`config.mk`:
```
export PLATFORM = sky130hd
export DESIGN_NAME = tmds_encoder_multi
export DESIGN_NICKNAME = d
export VERILOG_FILES = /design/src/rtl/tmds_encoder_multi.sv
export SDC_FILE = /design/constraint.sdc
export NUM_CORES = 1
export LEC_CHECK = 0
export CAP_MARGIN = 20
export CORE_MARGIN = 2
export CORE_UTILIZATION = 45
export CTS_CLUSTER_SIZE = 10
export DETAILED_ROUTE_END_ITERATION = 8
export PLACE_DENSITY = 0.73
export SETUP_SLACK_MARGIN = 0.1
export SYNTH_ARGS = -nofsm -noshare
export SYNTH_HDL_FRONTEND = slang
export SYNTH_SLANG_ARGS = --single-unit
```
`constraint.sdc`:
```
create_clock -name clk_pixel -period 2.8 [get_ports clk_pixel]
set_input_delay 0.7 -clock clk_pixel [delete_from_list [all_inputs] [get_ports clk_pixel]]
set_output_delay 0.7 -clock clk_pixel [all_outputs]
set_load 0.05 [all_outputs]
```
`src/rtl/tmds_encoder_multi.sv`:
```
// Multi-channel TMDS encoder: depth expansion, transition minimisation and DC balance,
// with optional lookahead-driven HDMI video guard-band insertion.
module tmds_encoder_multi #(
    parameter int C_channels = 3,
    parameter int C_depth    = 2,
    parameter int C_guard    = 0
) (
    input  logic                          clk_pixel,
    input  logic                          reset,
    input  logic                          in_blank,
    input  logic [2*C_channels-1:0]       in_ctrl,
    input  logic [C_channels*C_depth-1:0] in_data,
    output logic [10*C_channels-1:0]      out_tmds
);
    localparam logic [9:0] SYM_CTRL_00 = 10'h354;
    localparam logic [9:0] SYM_CTRL_01 = 10'h0AB;
    localparam logic [9:0] SYM_CTRL_10 = 10'h154;
    localparam logic [9:0] SYM_CTRL_11 = 10'h2AB;

    function automatic logic [3:0] count_ones(input logic [7:0] v);
        logic [3:0] c;
        c = 4'd0;
        for (int i = 0; i < 8; i++) begin
            c = c + {3'b000, v[i]};
        end
        return c;
    endfunction

    function automatic logic [8:0] transition_min(input logic [7:0] d);
        logic [8:0] q;
        logic       use_xnor;
        logic [3:0] n;
        n        = count_ones(d);
        use_xnor = (n > 4'd4) || ((n == 4'd4) && (d[0] == 1'b0));
        q[0]     = d[0];
        for (int i = 1; i < 8; i++) begin
            q[i] = use_xnor ? ~(q[i-1] ^ d[i]) : (q[i-1] ^ d[i]);
        end
        q[8] = ~use_xnor;
        return q;
    endfunction

    function automatic logic [9:0] ctrl_symbol(input logic [1:0] c);
        logic [9:0] s;
        case (c)
            2'b00:   s = SYM_CTRL_00;
            2'b01:   s = SYM_CTRL_01;
            2'b10:   s = SYM_CTRL_10;
            2'b11:   s = SYM_CTRL_11;
            default: s = SYM_CTRL_00;
        endcase
        return s;
    endfunction

    logic                          slot_blank_s;
    logic [2*C_channels-1:0]       slot_ctrl_s;
    logic [C_channels*C_depth-1:0] slot_data_s;
    logic                          slot_guard_s;

    logic                          s1_blank_r;
    logic                          s1_guard_r;
    logic [2*C_channels-1:0]       s1_ctrl_r;

    if (C_guard != 0) begin : g_guard
        typedef enum logic [1:0] {ST_CTRL, ST_GUARD1, ST_GUARD2, ST_VIDEO} guard_state_t;
        guard_state_t                  state_r;
        guard_state_t                  state_next_s;
        logic                          dly1_blank_r;
        logic                          dly2_blank_r;
        logic [2*C_channels-1:0]       dly1_ctrl_r;
        logic [2*C_channels-1:0]       dly2_ctrl_r;
        logic [C_channels*C_depth-1:0] dly1_data_r;
        logic [C_channels*C_depth-1:0] dly2_data_r;

        // Two-slot delay line; the undelayed input acts as lookahead for the oldest slot.
        always_ff @(posedge clk_pixel or posedge reset) begin
            if (reset) begin
                dly1_blank_r <= 1'b1;
                dly2_blank_r <= 1'b1;
                dly1_ctrl_r  <= {2*C_channels{1'b0}};
                dly2_ctrl_r  <= {2*C_channels{1'b0}};
                dly1_data_r  <= {C_channels*C_depth{1'b0}};
                dly2_data_r  <= {C_channels*C_depth{1'b0}};
            end else begin
                dly1_blank_r <= in_blank;
                dly2_blank_r <= dly1_blank_r;
                dly1_ctrl_r  <= in_ctrl;
                dly2_ctrl_r  <= dly1_ctrl_r;
                dly1_data_r  <= in_data;
                dly2_data_r  <= dly1_data_r;
            end
        end

        // Guard FSM state register; the state names the mode of the slot last issued.
        always_ff @(posedge clk_pixel or posedge reset) begin
            if (reset) begin
                state_r <= ST_CTRL;
            end else begin
                state_r <= state_next_s;
            end
        end

        // Classify the oldest delayed slot: the last two blank slots before video become guard.
        always_comb begin
            state_next_s = ST_CTRL;
            case (state_r)
                ST_GUARD1: begin
                    if (dly2_blank_r) state_next_s = ST_GUARD2;
                    else              state_next_s = ST_VIDEO;
                end
                ST_CTRL, ST_GUARD2, ST_VIDEO: begin
                    if (!dly2_blank_r)      state_next_s = ST_VIDEO;
                    else if (!dly1_blank_r) state_next_s = ST_GUARD2;
                    else if (!in_blank)     state_next_s = ST_GUARD1;
                    else                    state_next_s = ST_CTRL;
                end
                default: state_next_s = ST_CTRL;
            endcase
        end

        assign slot_blank_s = dly2_blank_r;
        assign slot_ctrl_s  = dly2_ctrl_r;
        assign slot_data_s  = dly2_data_r;
        assign slot_guard_s = (state_next_s == ST_GUARD1) || (state_next_s == ST_GUARD2);
    end else begin : g_direct
        assign slot_blank_s = in_blank;
        assign slot_ctrl_s  = in_ctrl;
        assign slot_data_s  = in_data;
        assign slot_guard_s = 1'b0;
    end

    // Stage 1 control fields shared by all channels.
    always_ff @(posedge clk_pixel or posedge reset) begin
        if (reset) begin
            s1_blank_r <= 1'b1;
            s1_guard_r <= 1'b0;
            s1_ctrl_r  <= {2*C_channels{1'b0}};
        end else begin
            s1_blank_r <= slot_blank_s;
            s1_guard_r <= slot_guard_s;
            s1_ctrl_r  <= slot_ctrl_s;
        end
    end

    for (genvar ch = 0; ch < C_channels; ch++) begin : g_ch
        localparam logic [9:0] SYM_GUARD = (ch == 1) ? 10'h133 : 10'h2CC;

        logic [7:0]        byte_s;
        logic [8:0]        qm_s;
        logic [8:0]        qm_r;
        logic [3:0]        n1_r;
        logic [3:0]        n0_r;
        logic signed [4:0] diff_s;
        logic signed [4:0] cnt_r;
        logic signed [4:0] cnt_next_s;
        logic [9:0]        sym_s;
        logic [9:0]        sym_r;

        // MSB-aligned input pattern repeated down into the low bits.
        for (genvar j = 0; j < 8; j++) begin : g_exp
            assign byte_s[7-j] = slot_data_s[ch*C_depth + C_depth - 1 - (j % C_depth)];
        end

        assign qm_s = transition_min(byte_s);

        // Stage 1: transition-minimised word and its ones/zeros balance.
        always_ff @(posedge clk_pixel or posedge reset) begin
            if (reset) begin
                qm_r <= 9'h000;
                n1_r <= 4'd0;
                n0_r <= 4'd0;
            end else begin
                qm_r <= qm_s;
                n1_r <= count_ones(qm_s[7:0]);
                n0_r <= 4'd8 - count_ones(qm_s[7:0]);
            end
        end

        assign diff_s = $signed({1'b0, n1_r}) - $signed({1'b0, n0_r});

        // Stage 2: DC-balance decision, or control/guard symbol during blanking.
        always_comb begin
            sym_s      = SYM_CTRL_00;
            cnt_next_s = 5'sd0;
            if (s1_blank_r) begin
                if (s1_guard_r) sym_s = SYM_GUARD;
                else            sym_s = ctrl_symbol(s1_ctrl_r[2*ch +: 2]);
                cnt_next_s = 5'sd0;
            end else if ((cnt_r == 5'sd0) || (n1_r == n0_r)) begin
                sym_s      = {~qm_r[8], qm_r[8], (qm_r[8] ? qm_r[7:0] : ~qm_r[7:0])};
                cnt_next_s = qm_r[8] ? (cnt_r + diff_s) : (cnt_r - diff_s);
            end else if (((cnt_r > 5'sd0) && (n1_r > n0_r)) || ((cnt_r < 5'sd0) && (n0_r > n1_r))) begin
                sym_s      = {1'b1, qm_r[8], ~qm_r[7:0]};
                cnt_next_s = cnt_r - diff_s + (qm_r[8] ? 5'sd2 : 5'sd0);
            end else begin
                sym_s      = {1'b0, qm_r[8], qm_r[7:0]};
                cnt_next_s = cnt_r + diff_s - (qm_r[8] ? 5'sd0 : 5'sd2);
            end
        end

        // Stage 2 output symbol and running disparity.
        always_ff @(posedge clk_pixel or posedge reset) begin
            if (reset) begin
                sym_r <= SYM_CTRL_00;
                cnt_r <= 5'sd0;
            end else begin
                sym_r <= sym_s;
                cnt_r <= cnt_next_s;
            end
        end

        assign out_tmds[ch*10 +: 10] = sym_r;
    end

endmodule

```
After elaboration in Yosys (flattened, before gate mapping)
Cells that the tools add are included.
Widths: inputs -> output; s select.
{"block": "totals", "register_bits": 103, "out_inout_bits": 30, "word_cells": 239}
{"block": "classes", "n_addsub": 60, "magnitude_cmp": 15, "eq_ne": 15, "n_mux": 54, "n_bitwise": 54, "reduce_logical": 24}
{"cell": "$pmux 10 s4", "count": 3}
{"cell": "$add 4x1->4", "count": 24}
{"cell": "$mux 10", "count": 9}
{"cell": "$mux 5", "count": 12}
{"cell": "$not 1->1", "count": 30}
{"cell": "$add 3x1->4", "count": 6}
{"cell": "$gt 4x4->1", "count": 6}
{"cell": "$mux 8", "count": 3}
{"cell": "$not 8->8", "count": 3}
{"cell": "$mux 1", "count": 21}
{"cell": "$xor 1x1->1", "count": 21}
{"cell": "$add 2x1->3", "count": 6}
{"cell": "$add 5x3->5", "count": 3}
{"cell": "$add 5x5->5", "count": 3}
{"cell": "$gt 5x1->1 const B", "count": 3}
{"cell": "$logic_not 5->1", "count": 3}
{"cell": "$lt 5x1->1 const B", "count": 3}
{"cell": "$sub 4x4->5", "count": 3}
{"cell": "$sub 5x3->5", "count": 3}
{"cell": "$sub 5x5->5", "count": 3}
{"cell": "$add 1x1->2", "count": 6}
{"cell": "$eq 2x2->1 const B", "count": 6}
{"cell": "$eq 4x3->1 const B", "count": 3}
{"cell": "$eq 4x4->1", "count": 3}
{"cell": "other kinds (7)", "count": 36}

Logic depth before layout (Yosys ltp)
{"block": "logic_depth", "ltp_word": 31, "depth_mapped": 12, "ltp_nobuf": 12}

Worst setup path before layout
No wires, ideal clock.
{"block": "synth_path", "kind": "reg2reg", "startpoint": "register g_ch[2].n1_r[1]", "endpoint": "register g_ch[2].cnt_r[4]", "setup_time_ps": 139, "t_arrival_ps": 2574, "t_required_ps": 2661, "setup_slack_ps": 87, "path_stages_with_launch": 13, "n_path_buf": 0, "cell_sequence": "dfrtp_1 -> inv_1 -> ha_1 -> inv_1 -> ha_1 -> inv_1 -> fa_1 -> xor2_1 -> nand3_1 -> xnor2_1 -> nand2_2 -> o211a_1 -> or4b_1"}
{"block": "synth_via", "elab_chain_cells": 6}
{"element": "from (decl)", "line": "151", "rtl": "logic [3:0] n1_r;"}
{"element": "from (signal assigned)", "line": "174", "rtl": "n1_r <= count_ones(qm_s[7:0]);"}
{"element": "$sub 4x4->5 or $gt 4x4->1 (tied branches)", "line": "179, 192"}
{"element": "$add 5x5->5 (tied with other cells)", "line": "191, 197"}
{"element": "$sub 5x3->5 (tied with other cells)", "line": "197", "rtl": "cnt_next_s = cnt_r + diff_s - (qm_r[8] ? 5'sd0 : 5'sd2);"}
{"element": "$mux 5", "line": "192", "rtl": "end else if (((cnt_r > 5'sd0) && (n1_r > n0_r)) || ((cnt_r < 5'sd0) && (n0_r > n1_r))) begin"}
{"element": "$mux 5 (*)", "line": "189", "rtl": "end else if ((cnt_r == 5'sd0) || (n1_r == n0_r)) begin"}
{"element": "$mux 5 (*)", "line": "185", "rtl": "if (s1_blank_r) begin"}
{"element": "net g_ch[2].cnt_next_s[4]", "line": "155", "rtl": "logic signed [4:0] cnt_next_s;"}
{"element": "to (signal assigned)", "line": "208", "rtl": "cnt_r <= cnt_next_s;"}
{"element": "to (decl)", "line": "154", "rtl": "logic signed [4:0] cnt_r;"}
Mark *: on every way through the listed nets, which the timed path passes. The rest lies on a longest branch.

Worst setup path in the final report
{"block": "layout_path", "startpoint": "register g_ch[2].n0_r[1]", "endpoint": "register g_ch[2].cnt_r[4]"}
{"block": "layout_via", "elab_chain_cells": 6}
{"element": "from (decl)", "line": "152", "rtl": "logic [3:0] n0_r;"}
{"element": "from (signal assigned)", "line": "175", "rtl": "n0_r <= 4'd8 - count_ones(qm_s[7:0]);"}
{"element": "$sub 4x4->5 or $gt 4x4->1 (tied branches)", "line": "179, 192"}
{"element": "$add 5x5->5 (tied with other cells)", "line": "191, 197"}
{"element": "$sub 5x3->5 (tied with other cells)", "line": "197"}
{"element": "$mux 5", "line": "192"}
{"element": "$mux 5 (*)", "line": "189"}
{"element": "$mux 5 (*)", "line": "185"}
{"element": "net g_ch[2].cnt_next_s[4]", "line": "155"}
Marks and branches as above.

==> results.md <==
- Status: completed
- Placed Instance Area: ~0.0058 mm²
- Crit Path Max Fanout: 6
- Post-route ant nets: 0
- Post-synth top cells: ha_1 (69), dfrtp_1 (67), inv_1 (53), xnor2_1 (42), nor2_1 (37)
- Most numerous cell in the Yosys netlist: ha_1
- Global-route met3 utilization: 3.183%
- Root buffer cell: clkbuf_16
- Period utilization: 92.94%
- Clock Latency Late Sink: 0.34 ns
- Crit path kind: reg -> reg
- Clock Power Share: 14.2%
- Core Area: 0.01094 mm²
- Sequential-to-total area share from yosys stat: around two fifths
- TritonRoute pass-1 iters: 4
- Synth area leader: dfrtp_1
- H-tree Lvls: 3
- Start point of the critical path: g_ch[2].n0_r[1]
- Detailed-route DRC error count: 0
- Worst EP arrival: 2.81 ns
- Reg clk slew, reported paths: roughly 0.060 ns
- GRT overflow: 0
- Initial antenna violation count: 0
- Area added between synthesis and finish: 23.89%
- CTS Sinks: 83
- Drt total wl: 10350 µm
- Max-cap violations: 0
- Gate power share: a little under two thirds
- Fillers: 890
- First-pass GRT wire length: 17480 µm
- Synth Net Count: 589
- GR Util met1: 21.25%
- Num CTS Buffers: 9
- Yosys reg bits: 83
- HP Start: g_ch[1].cnt_r[0]
- Grt met2 use: 30.14%
- Place WS: -0.04791 ns
- Largest net degree at the start of global routing: 37
- Max Buffers Root-to-Sink: 2
- Count of pins over their slew limit: 0
- Hold_buf cts: 0
- Vias: roughly 3.7k
- Die ar.: 0.01219 mm²
- CP Data Required Time: approximately 3 ns
- CTS tree: built
- P_sw: 3475 µW
- Synth top area cells: dfrtp_1 (33%), ha_1 (17%), dfstp_2 (8.2%), xnor2_1 (7.2%), xor2_1 (4.0%)
- # port buffers: 44
- Unrepaired setup endpoints after global routing: no
- Final Instance Area: approximately 0.0063 mm²
- DR vias/cell: 5.174
- GRT Max-Usage Layer: met2
- CP endpoint kind: flip-flop
- Rows: 38
- Async S/R FF share, synth: 100.0%
- Pwr per Cell Area: 1247 mW/mm²
- VDD IR max: 0.7379 mV
- Post-Syn Area: 0.005096 mm²
- Crit path launch type: flip-flop
- Antenna diodes: 0
- Half-perimeter wire length after placement: about 7500 µm
- Finish-stage setup viols: 0
- Period minus WS final: 2.602 ns
- Primary FF master, synth: dfrtp_1
- DIE WIDTH: 110.4 µm
- Sequential share of power: 22.3%
- Ports: 45
- Clk_skew: a little under 0.008 ns
- Routability cong.: roughly 0.84
- Hold Vio Cnt, Final: 0
- Leak Pwr: 0.002903 µW
- Post-synth EDFFs: 0
- Post-synth top area share: 32.90%
- Relative slew slack: 59.07%
- Post-Syn Area per Cell: ~10 µm²
- DR WL/cell: between 10 and 15 µm
- Synth unique cells: 49
- Initial DRC Count: 134
- Cell count after synthesis: 502
- GRT Resource Usage Total: 17.24%
- Vias in the first global route: 3836
- Reg-to-reg startpoint: g_ch[2].n0_r[1]
- Synth Warn #: 0
- P_int: 4398 µW
- Worst-Margin Slew: around 0.6 ns
- Layout cell share with drive strength beyond 1: between 10% and 20%
- Net Sw Frac: 44.14%
- Fin nets: 656
- Die Height: ~110 µm
- Hold Crit Class: reg -> reg
- Final WS setup: 0.1976 ns
- Initial Util: 46.60%
- Fmax: 384.3 MHz
[routing by layer]
metal	wire [µm]	share of wire, %	up-vias
met2	5376	52	72
met4	184	1.8	0
met5	0	0	-
met3	319	3.1	18
li1	-	-	1815
met1	4473	43	1789
[state kept, by name, indices dropped and copies added (netlist names)]
signal,cells
s1_blank_r,1
g_ch.cnt_r,15
s1_ctrl_r,6
g_ch.sym_r,27
g_ch.qm_r,22
g_ch.n1_r,6
g_ch.n0_r,6
[final cells by class]
cell class	count	area [µm²]	area share, %
sequential	83	2097	33.21
clock inverter	4	25.02	0.3964
multi-input combinational	351	2909	46.08
tap	140	175.2	2.774
inverter	55	210.2	3.329
clock buffer	12	256.5	4.063
timing repair buffer	69	640.6	10.15
[cells in the final DEF (no fill, tap or decap), types with 4 or more instances in the layout]
master and instances:
dfrtp_1 67, ha_1 60, inv_1 50, clkdlybuf4s50_1 44
xnor2_1 39, nor2_1 35, a21oi_1 33, nand2_1 24
buf_4 24, xor2_1 20, o21ai_0 17, dfstp_2 16
nor3_1 10, nand3_1 9, clkbuf_16 9, nor2b_1 8
a21boi_0 6, o211ai_1 5, a211oi_1 5, nand2b_1 5
ha_2 5, o21a_1 4, ha_4 4
[worst paths after layout]
path | to | cells after the start | slack [ns]
worst max register to register | g_ch[2].cnt_r[4] | 10 | 0.20
worst min-delay path | g_ch[1].cnt_r[0] | 1 | 0.50
worst max-delay path | g_ch[2].cnt_r[4] | 10 | 0.20
min in group asynchronous | g_ch[2].qm_r[8] | 2 | 0.77
max in group asynchronous | g_ch[1].sym_r[4] | 3 | 1.33
worst min register to register | g_ch[1].cnt_r[0] | 1 | 0.50
[power groups by stage]
stage,clock [µW],combinational (µW),sequential [µW]
6_report,1110,5000,1760
5_1_grt,1180,5510,1790
4_1_cts,1140,4660,1750
3_5_place_dp,0,4510,1760
3_3_place_gp,0,4320,1750
2_1_floorplan,0,2920,2210
[through the flow]
step | hold slack, ns | util, % | cells | setup TNS, ns | power [µW]
final | 0.4997 | 57.73 | 714 | 0 | 7873
after global placement | 0.4825 | 53.25 | 694 | 0 | 6067
after detailed placement | 0.4949 | 53.25 | 694 | -0.04791 | 6268
after global routing | 0.5419 | 57.73 | 714 | 0 | 8494
after CTS | 0.5102 | 56.44 | 712 | 0 | 7549
after floorplan | 0.4566 | - | 502 | 0 | 5125
[logic make-up after synthesis]
group | count (synthesis) | synth area share, %
buf+inv | 68 | 5.279
xor+xnor | 65 | 11.17
flops | 83 | 41.15
mux | 2 | 0.4664
simple gates | 111 | 10.61
compound gates | 101 | 13.21
fa+ha+maj | 72 | 18.12
[worst max-delay path, cell delays in order (launching register included)]
cell	delay, ns
dfrtp_1	0.41
ha_4	0.29
o21a_4	0.23
nor2_4	0.11
ha_4	0.24
nor2_2	0.13
o2bb2ai_2	0.13
nand3_2	0.10
xnor2_2	0.17
o211a_1	0.21
or4b_1	0.46
[what timing repair did]
item,CTS,global route
setup buffers,2,2
cloned,0,0
gates resized for setup,9,26
pin swaps,4,15
setup endpoints to repair,1,4
(Power assumes the default switching activity.)
